--- src/rtl/uart_pkg.sv ---
// Shared encodings, ASCII constants and hex helper for the LED value UART reporter.
package uart_pkg;

  typedef enum logic [1:0] {
    L_IDLE,
    L_LOAD,
    L_BYTE_WAIT,
    L_FINISH
  } line_state_t;

  typedef enum logic [1:0] {
    B_IDLE,
    B_START,
    B_DATA,
    B_STOP
  } byte_state_t;

  localparam logic [7:0] ASCII_ZERO = 8'h30;
  localparam logic [7:0] ASCII_A    = 8'h41;
  localparam logic [7:0] ASCII_CR   = 8'h0D;
  localparam logic [7:0] ASCII_LF   = 8'h0A;

  function automatic logic [7:0] nibble_to_hex(input logic [3:0] n);
    logic [7:0] n8;
    n8 = {4'h0, n};
    if (n < 4'd10) return ASCII_ZERO + n8;
    else           return ASCII_A + (n8 - 8'd10);
  endfunction

endpackage

--- src/rtl/uart_tx_byte.sv ---
// 8N1 byte transmitter, LSB first; owns the baud counter and shift register.
module uart_tx_byte
  import uart_pkg::*;
#(
  parameter int unsigned CLKS_PER_BIT = 104
) (
  input  logic       clk,
  input  logic       rst,
  input  logic [7:0] data,
  input  logic       start,
  output logic       busy,
  output logic       tx
);

  localparam int unsigned CNT_W = (CLKS_PER_BIT > 1) ? $clog2(CLKS_PER_BIT) : 1;
  localparam logic [CNT_W-1:0] CNT_MAX = CNT_W'(CLKS_PER_BIT - 1);

  byte_state_t      state, nstate;
  logic [CNT_W-1:0] cnt, ncnt;
  logic [2:0]       bit_idx, nbit;
  logic [7:0]       shreg, nsh;
  logic             tx_q, ntx;

  always_ff @(posedge clk) begin
    if (rst) begin
      state   <= B_IDLE;
      cnt     <= '0;
      bit_idx <= '0;
      shreg   <= '0;
      tx_q    <= 1'b1;
    end else begin
      state   <= nstate;
      cnt     <= ncnt;
      bit_idx <= nbit;
      shreg   <= nsh;
      tx_q    <= ntx;
    end
  end

  always_comb begin
    nstate = state;
    ncnt   = cnt;
    nbit   = bit_idx;
    nsh    = shreg;
    ntx    = tx_q;
    unique case (state)
      B_IDLE: begin
        ntx  = 1'b1;
        ncnt = '0;
        if (start) begin
          nstate = B_START;
          nsh    = data;
          nbit   = '0;
          ntx    = 1'b0;
        end
      end
      B_START: begin
        if (cnt == CNT_MAX) begin
          ncnt   = '0;
          nstate = B_DATA;
          ntx    = shreg[0];
          nsh    = {1'b0, shreg[7:1]};
        end else begin
          ncnt = cnt + 1'b1;
        end
      end
      B_DATA: begin
        if (cnt == CNT_MAX) begin
          ncnt = '0;
          if (bit_idx == 3'd7) begin
            nstate = B_STOP;
            ntx    = 1'b1;
          end else begin
            nbit = bit_idx + 1'b1;
            ntx  = shreg[0];
            nsh  = {1'b0, shreg[7:1]};
          end
        end else begin
          ncnt = cnt + 1'b1;
        end
      end
      B_STOP: begin
        if (cnt == CNT_MAX) begin
          ncnt   = '0;
          nstate = B_IDLE;
        end else begin
          ncnt = cnt + 1'b1;
        end
      end
      default: nstate = B_IDLE;
    endcase
  end

  // busy drops during the last stop-bit cycle so the line FSM can reissue with a 2-cycle gap
  assign busy = (state != B_IDLE) && !((state == B_STOP) && (cnt == CNT_MAX));
  assign tx   = tx_q;

endmodule

--- src/rtl/led_value_uart_tx.sv ---
// Reports the LED counter value as "HH\r\n" over the UART; holds the message latch and line FSM.
module led_value_uart_tx
  import uart_pkg::*;
#(
  parameter int unsigned WIDTH        = 5,
  parameter int unsigned CLKS_PER_BIT = 104
) (
  input  logic             clk,
  input  logic             rst,
  input  logic [WIDTH-1:0] value,
  input  logic             send,
  output logic             busy,
  output logic             done,
  output logic             tx
);

  line_state_t state, nstate;
  logic [7:0]  msg [4];
  logic [1:0]  idx;
  logic        start_q;
  logic        byte_busy;
  logic [7:0]  val8;

  always_ff @(posedge clk) begin
    if (rst) state <= L_IDLE;
    else     state <= nstate;
  end

  always_comb begin
    nstate = state;
    unique case (state)
      L_IDLE:      if (send) nstate = L_LOAD;
      L_LOAD:      nstate = L_BYTE_WAIT;
      // start_q guards the cycle before the byte engine has registered the request
      L_BYTE_WAIT: if (!start_q && !byte_busy) nstate = (idx == 2'd3) ? L_FINISH : L_LOAD;
      L_FINISH:    nstate = L_IDLE;
      default:     nstate = L_IDLE;
    endcase
  end

  always_comb begin
    val8 = '0;
    val8[WIDTH-1:0] = value;
  end

  always_ff @(posedge clk) begin
    if (rst) begin
      idx     <= '0;
      start_q <= 1'b0;
      for (int unsigned i = 0; i < 4; i++) msg[i] <= '0;
    end else begin
      start_q <= (state == L_LOAD);
      if (state == L_IDLE && send) begin
        msg[0] <= nibble_to_hex(val8[7:4]);
        msg[1] <= nibble_to_hex(val8[3:0]);
        msg[2] <= ASCII_CR;
        msg[3] <= ASCII_LF;
        idx    <= '0;
      end else if (state == L_BYTE_WAIT && nstate == L_LOAD) begin
        idx <= idx + 1'b1;
      end
    end
  end

  uart_tx_byte #(
    .CLKS_PER_BIT(CLKS_PER_BIT)
  ) u_byte (
    .clk  (clk),
    .rst  (rst),
    .data (msg[idx]),
    .start(start_q),
    .busy (byte_busy),
    .tx   (tx)
  );

  assign busy = (state == L_LOAD) || (state == L_BYTE_WAIT);
  assign done = (state == L_FINISH);

endmodule

--- config.mk ---
export PLATFORM = sky130hd
export DESIGN_NAME = led_value_uart_tx
export DESIGN_NICKNAME = d
export VERILOG_FILES = /design/src/rtl/uart_pkg.sv /design/src/rtl/uart_tx_byte.sv /design/src/rtl/led_value_uart_tx.sv
export SDC_FILE = /design/constraint.sdc
export NUM_CORES = 1
export LEC_CHECK = 0
export CELL_PAD_IN_SITES_DETAIL_PLACEMENT = 1
export CELL_PAD_IN_SITES_GLOBAL_PLACEMENT = 1
export CORE_MARGIN = 2
export CORE_UTILIZATION = 50
export DETAILED_ROUTE_END_ITERATION = 10
export GPL_TIMING_DRIVEN = 0
export PLACE_DENSITY = 0.83
export SLEW_MARGIN = 25
export SYNTH_ARGS = -nofsm -noshare
export SYNTH_HDL_FRONTEND = slang
export SYNTH_SLANG_ARGS = --single-unit
--- constraint.sdc ---
create_clock -name clk -period 2.8 [get_ports clk]
set_input_delay 0.28 -clock clk [delete_from_list [all_inputs] [get_ports clk]]
set_output_delay 0.28 -clock clk [all_outputs]
set_load 0.02 [all_outputs]
==> flow_summary.yaml <==
run_status:
  status: "complete, no violations"
synthesis:
  synth_common_cells: "dfxtp_1, nor2_1, nand2_1, ha_1"
  yosys_register_bits: 37
  postSynthAreaPerCell_um2: 9.61
  yosysWarnings: 0
  syn-num-nets: 243
  ys_seq_area_share_pct: 39.8
  yosysTopAreaCell: "dfxtp_1"
  synth_top_area_share_pct: 26.9
  synth_most_common_cell: "dfxtp_1"
  syn_area_um2: 2090
  ys.flop_type: "dfxtp_1"
  ys_types: 40
  synth_top_cells_by_area: "dfxtp_1, edfxtp_1, ha_1, mux2i_1, nor2_1"
  synth_edf_count: 9
  syn_inst: 217
  async_flop_share_pct: 0
cts:
  cts_hold_buffers: 0
  cts-root-buf: "clkbuf_8"
  clock_latency_ns: 0.29
  cts_buffers: 5
  htreeDepth: 2
  cts_tree: "built"
  clk_pin_slew_ns: 0.07
  cts_resized: 0
  cts_sinks: 37
  clockBufferDepth: 2
  post_cts_buffers: 0
setup_path:
  timing.rr.end: "idx[1]$_SDFFE_PP0P_"
  cp.required_ns: 3.01
  crit_end: "idx[1]$_SDFFE_PP0P_"
  cp-start-kind: "flip-flop"
  arrival_ns: 2.31
  path_common_cell: "mux2i_1"
  critPathSlowestCell: "o41ai_4"
  crit-reg2reg-launch: "u_byte.cnt[0]$_SDFF_PP0_"
  cp_max_fo: 7
  setup.worst_path.class: "flip-flop to flip-flop"
  endpoint_kind: "flip-flop"
  r2r_cells: 6
  path_cells: "ha_1 -> nand3_1 -> o41ai_4 -> mux2i_1 -> nand2_1 -> mux2i_1"
  critPathLaunch: "u_byte.cnt[0]$_SDFF_PP0_"
  reg2reg_slack_ns: 0.71
  crit_path_max_incr_delay_ns: 0.46
timing:
  final_max_slew_viol_count: 0
  rsz0062_at_grt: "no"
  period_share_pct: 74.7
  slew_headroom_pct: 72.5
  skew_ns: 0.00316
  worst_pin_slew_ns: 0.408
  setup_slack_ns: 0.708
  max_freq_mhz: 478
  tns_ns: 0
  hold_viol: 0
  period_minus_slack_ns: 2.09
  setup_viol: 0
route:
  vias_per_cell: 5.55
  wl_um: 4230
  vias: 1577
  drcViolationCount: 0
  initialDrtViolationCount: 81
  routedWlPerCell_um: 14.9
  first_pass_iters: 4
  antenna_left: 0
floorplan:
  core_um2: 4000
  num_rows: 23
  die_h_um: 68.6
  die_w_um: 68.6
  initial_core_util_pct: 52.1
  design.die.area_um2: 4700
  pin_count: 11
min_path:
  hold_class: "input pin to flip-flop"
placement:
  place_ws_ns: 0.607
  gp_congestion: 0.817
  dp_cells: 276
  dp_hpwl_um: 3280
  portBuffers: 9
finish:
  final_cells: 284
  area_delta_synth_final_pct: 12.6
  final_nets: 259
  drive_above_1_share_pct: 8.55
  diodes: 0
global_routing:
  grt_pass1_wl_um: 7130
  track_usage_pct: 20.6
  grt_pass1_vias: 1649
  overflow: 0
  antenna_found_initial: 0
  grt_max_degree: 13
pwr:
  power_density_nw_per_um2: 782
  peakVddDrop_uv: 353
  leakagePower_nw: 0.935
run:
  cap_violations: 0
state kept, by name, indices dropped and copies added (netlist names), named ones only:
register	count
start_q	1
u_byte.shreg	7
u_byte.bit_idx	3
idx	2
u_byte.tx	1
u_byte.state	2
state	2
u_byte.cnt	7
msg	10
layout make-up:
type,count,area (um2)
buffer,8,72.6
sequential,37,831
tap,50,62.6
multi-input combinational,159,1130
inverter,13,48.8
clock inverter,3,41.3
timing repair buffer,9,90.1
fill,459,1650
clock buffer,5,68.8
cells in the final DEF, fill, tap and decap left out, types with 5 or more instances in the layout:
master / synthesis / layout
nand3_1: 5 / 5
nor3_1: 7 / 7
mux2i_1: 14 / 14
clkbuf_8: 0 / 5
clkdlybuf4s50_1: 0 / 9
inv_1: 13 / 13
buf_6: 5 / 5
dfxtp_1: 28 / 28
xnor2_1: 5 / 5
nand2_1: 20 / 20
ha_1: 18 / 18
edfxtp_1: 9 / 9
o21ai_0: 8 / 8
a21oi_1: 14 / 14
nor2_1: 25 / 25
cell families after synthesis:
kind of cell | share of synthesized area (%)
AOI/OAI and AO/OA | 14.3
xor gates and xnor gates | 3.78
adders and majority gates | 10.8
buffers and inverters | 5.82
DFF | 39.8
muxes | 8.34
and+or+nand+nor | 17.1
where the power goes:
| part | switching, mW | total (mW) | leakage [nW] | internal (mW) |
|---|---|---|---|---|
| clock | 0.189 | 0.451 | 0.0518 | 0.262 |
| combinational | 0.401 | 0.703 | 0.559 | 0.302 |
| sequential | 0.0518 | 0.682 | 0.325 | 0.630 |
stage by stage:
stage / total power, mW / util [%] / hold WS [ns] / area (um2)
final: 1.84 / 58.7 / 0.198 / 2350
after global routing: 1.95 / 58.7 / 0.204 / 2350
after CTS: 1.85 / 58.7 / 0.186 / 2350
after detailed placement: 1.39 / 56.0 / 0.443 / 2240
after global placement: 1.34 / 56.0 / 0.429 / 2240
after floorplan: 1.22 / - / 0.418 / 2090
worst min path at each step:
stage | from | to | slack [ns] | depth (start not counted)
2_1_floorplan | u_byte.cnt[0]$_SDFF_PP0_ | u_byte.cnt[0]$_SDFF_PP0_ | 0.42 | 1
3_3_place_gp | u_byte.cnt[0]$_SDFF_PP0_ | u_byte.cnt[0]$_SDFF_PP0_ | 0.43 | 1
3_5_place_dp | u_byte.cnt[0]$_SDFF_PP0_ | u_byte.cnt[0]$_SDFF_PP0_ | 0.44 | 1
4_1_cts | rst | start_q$_SDFF_PP0_ | 0.19 | 2
5_1_grt | rst | start_q$_SDFF_PP0_ | 0.20 | 2
6_report | rst | start_q$_SDFF_PP0_ | 0.20 | 2
metal layers:
metal / vias up / global-route usage (%) / share of wire, %
met1: 758 / 24.4 / 44
li1: 790 / - / -
met5: - / 0 / 0
met4: 0 / 8.75 / 2.2
met3: 10 / 5.19 / 2.7
met2: 19 / 35.2 / 51
worst max-delay path, delay by kind of cell, from the launching register on:
family          cells  cell delay [ns]
mux                 2             0.52
compound gates      1             0.46
simple gates        2             0.45
flops               1             0.36
fa+ha+maj           1             0.22
No activity file was read; power rests on OpenSTA's default activity.
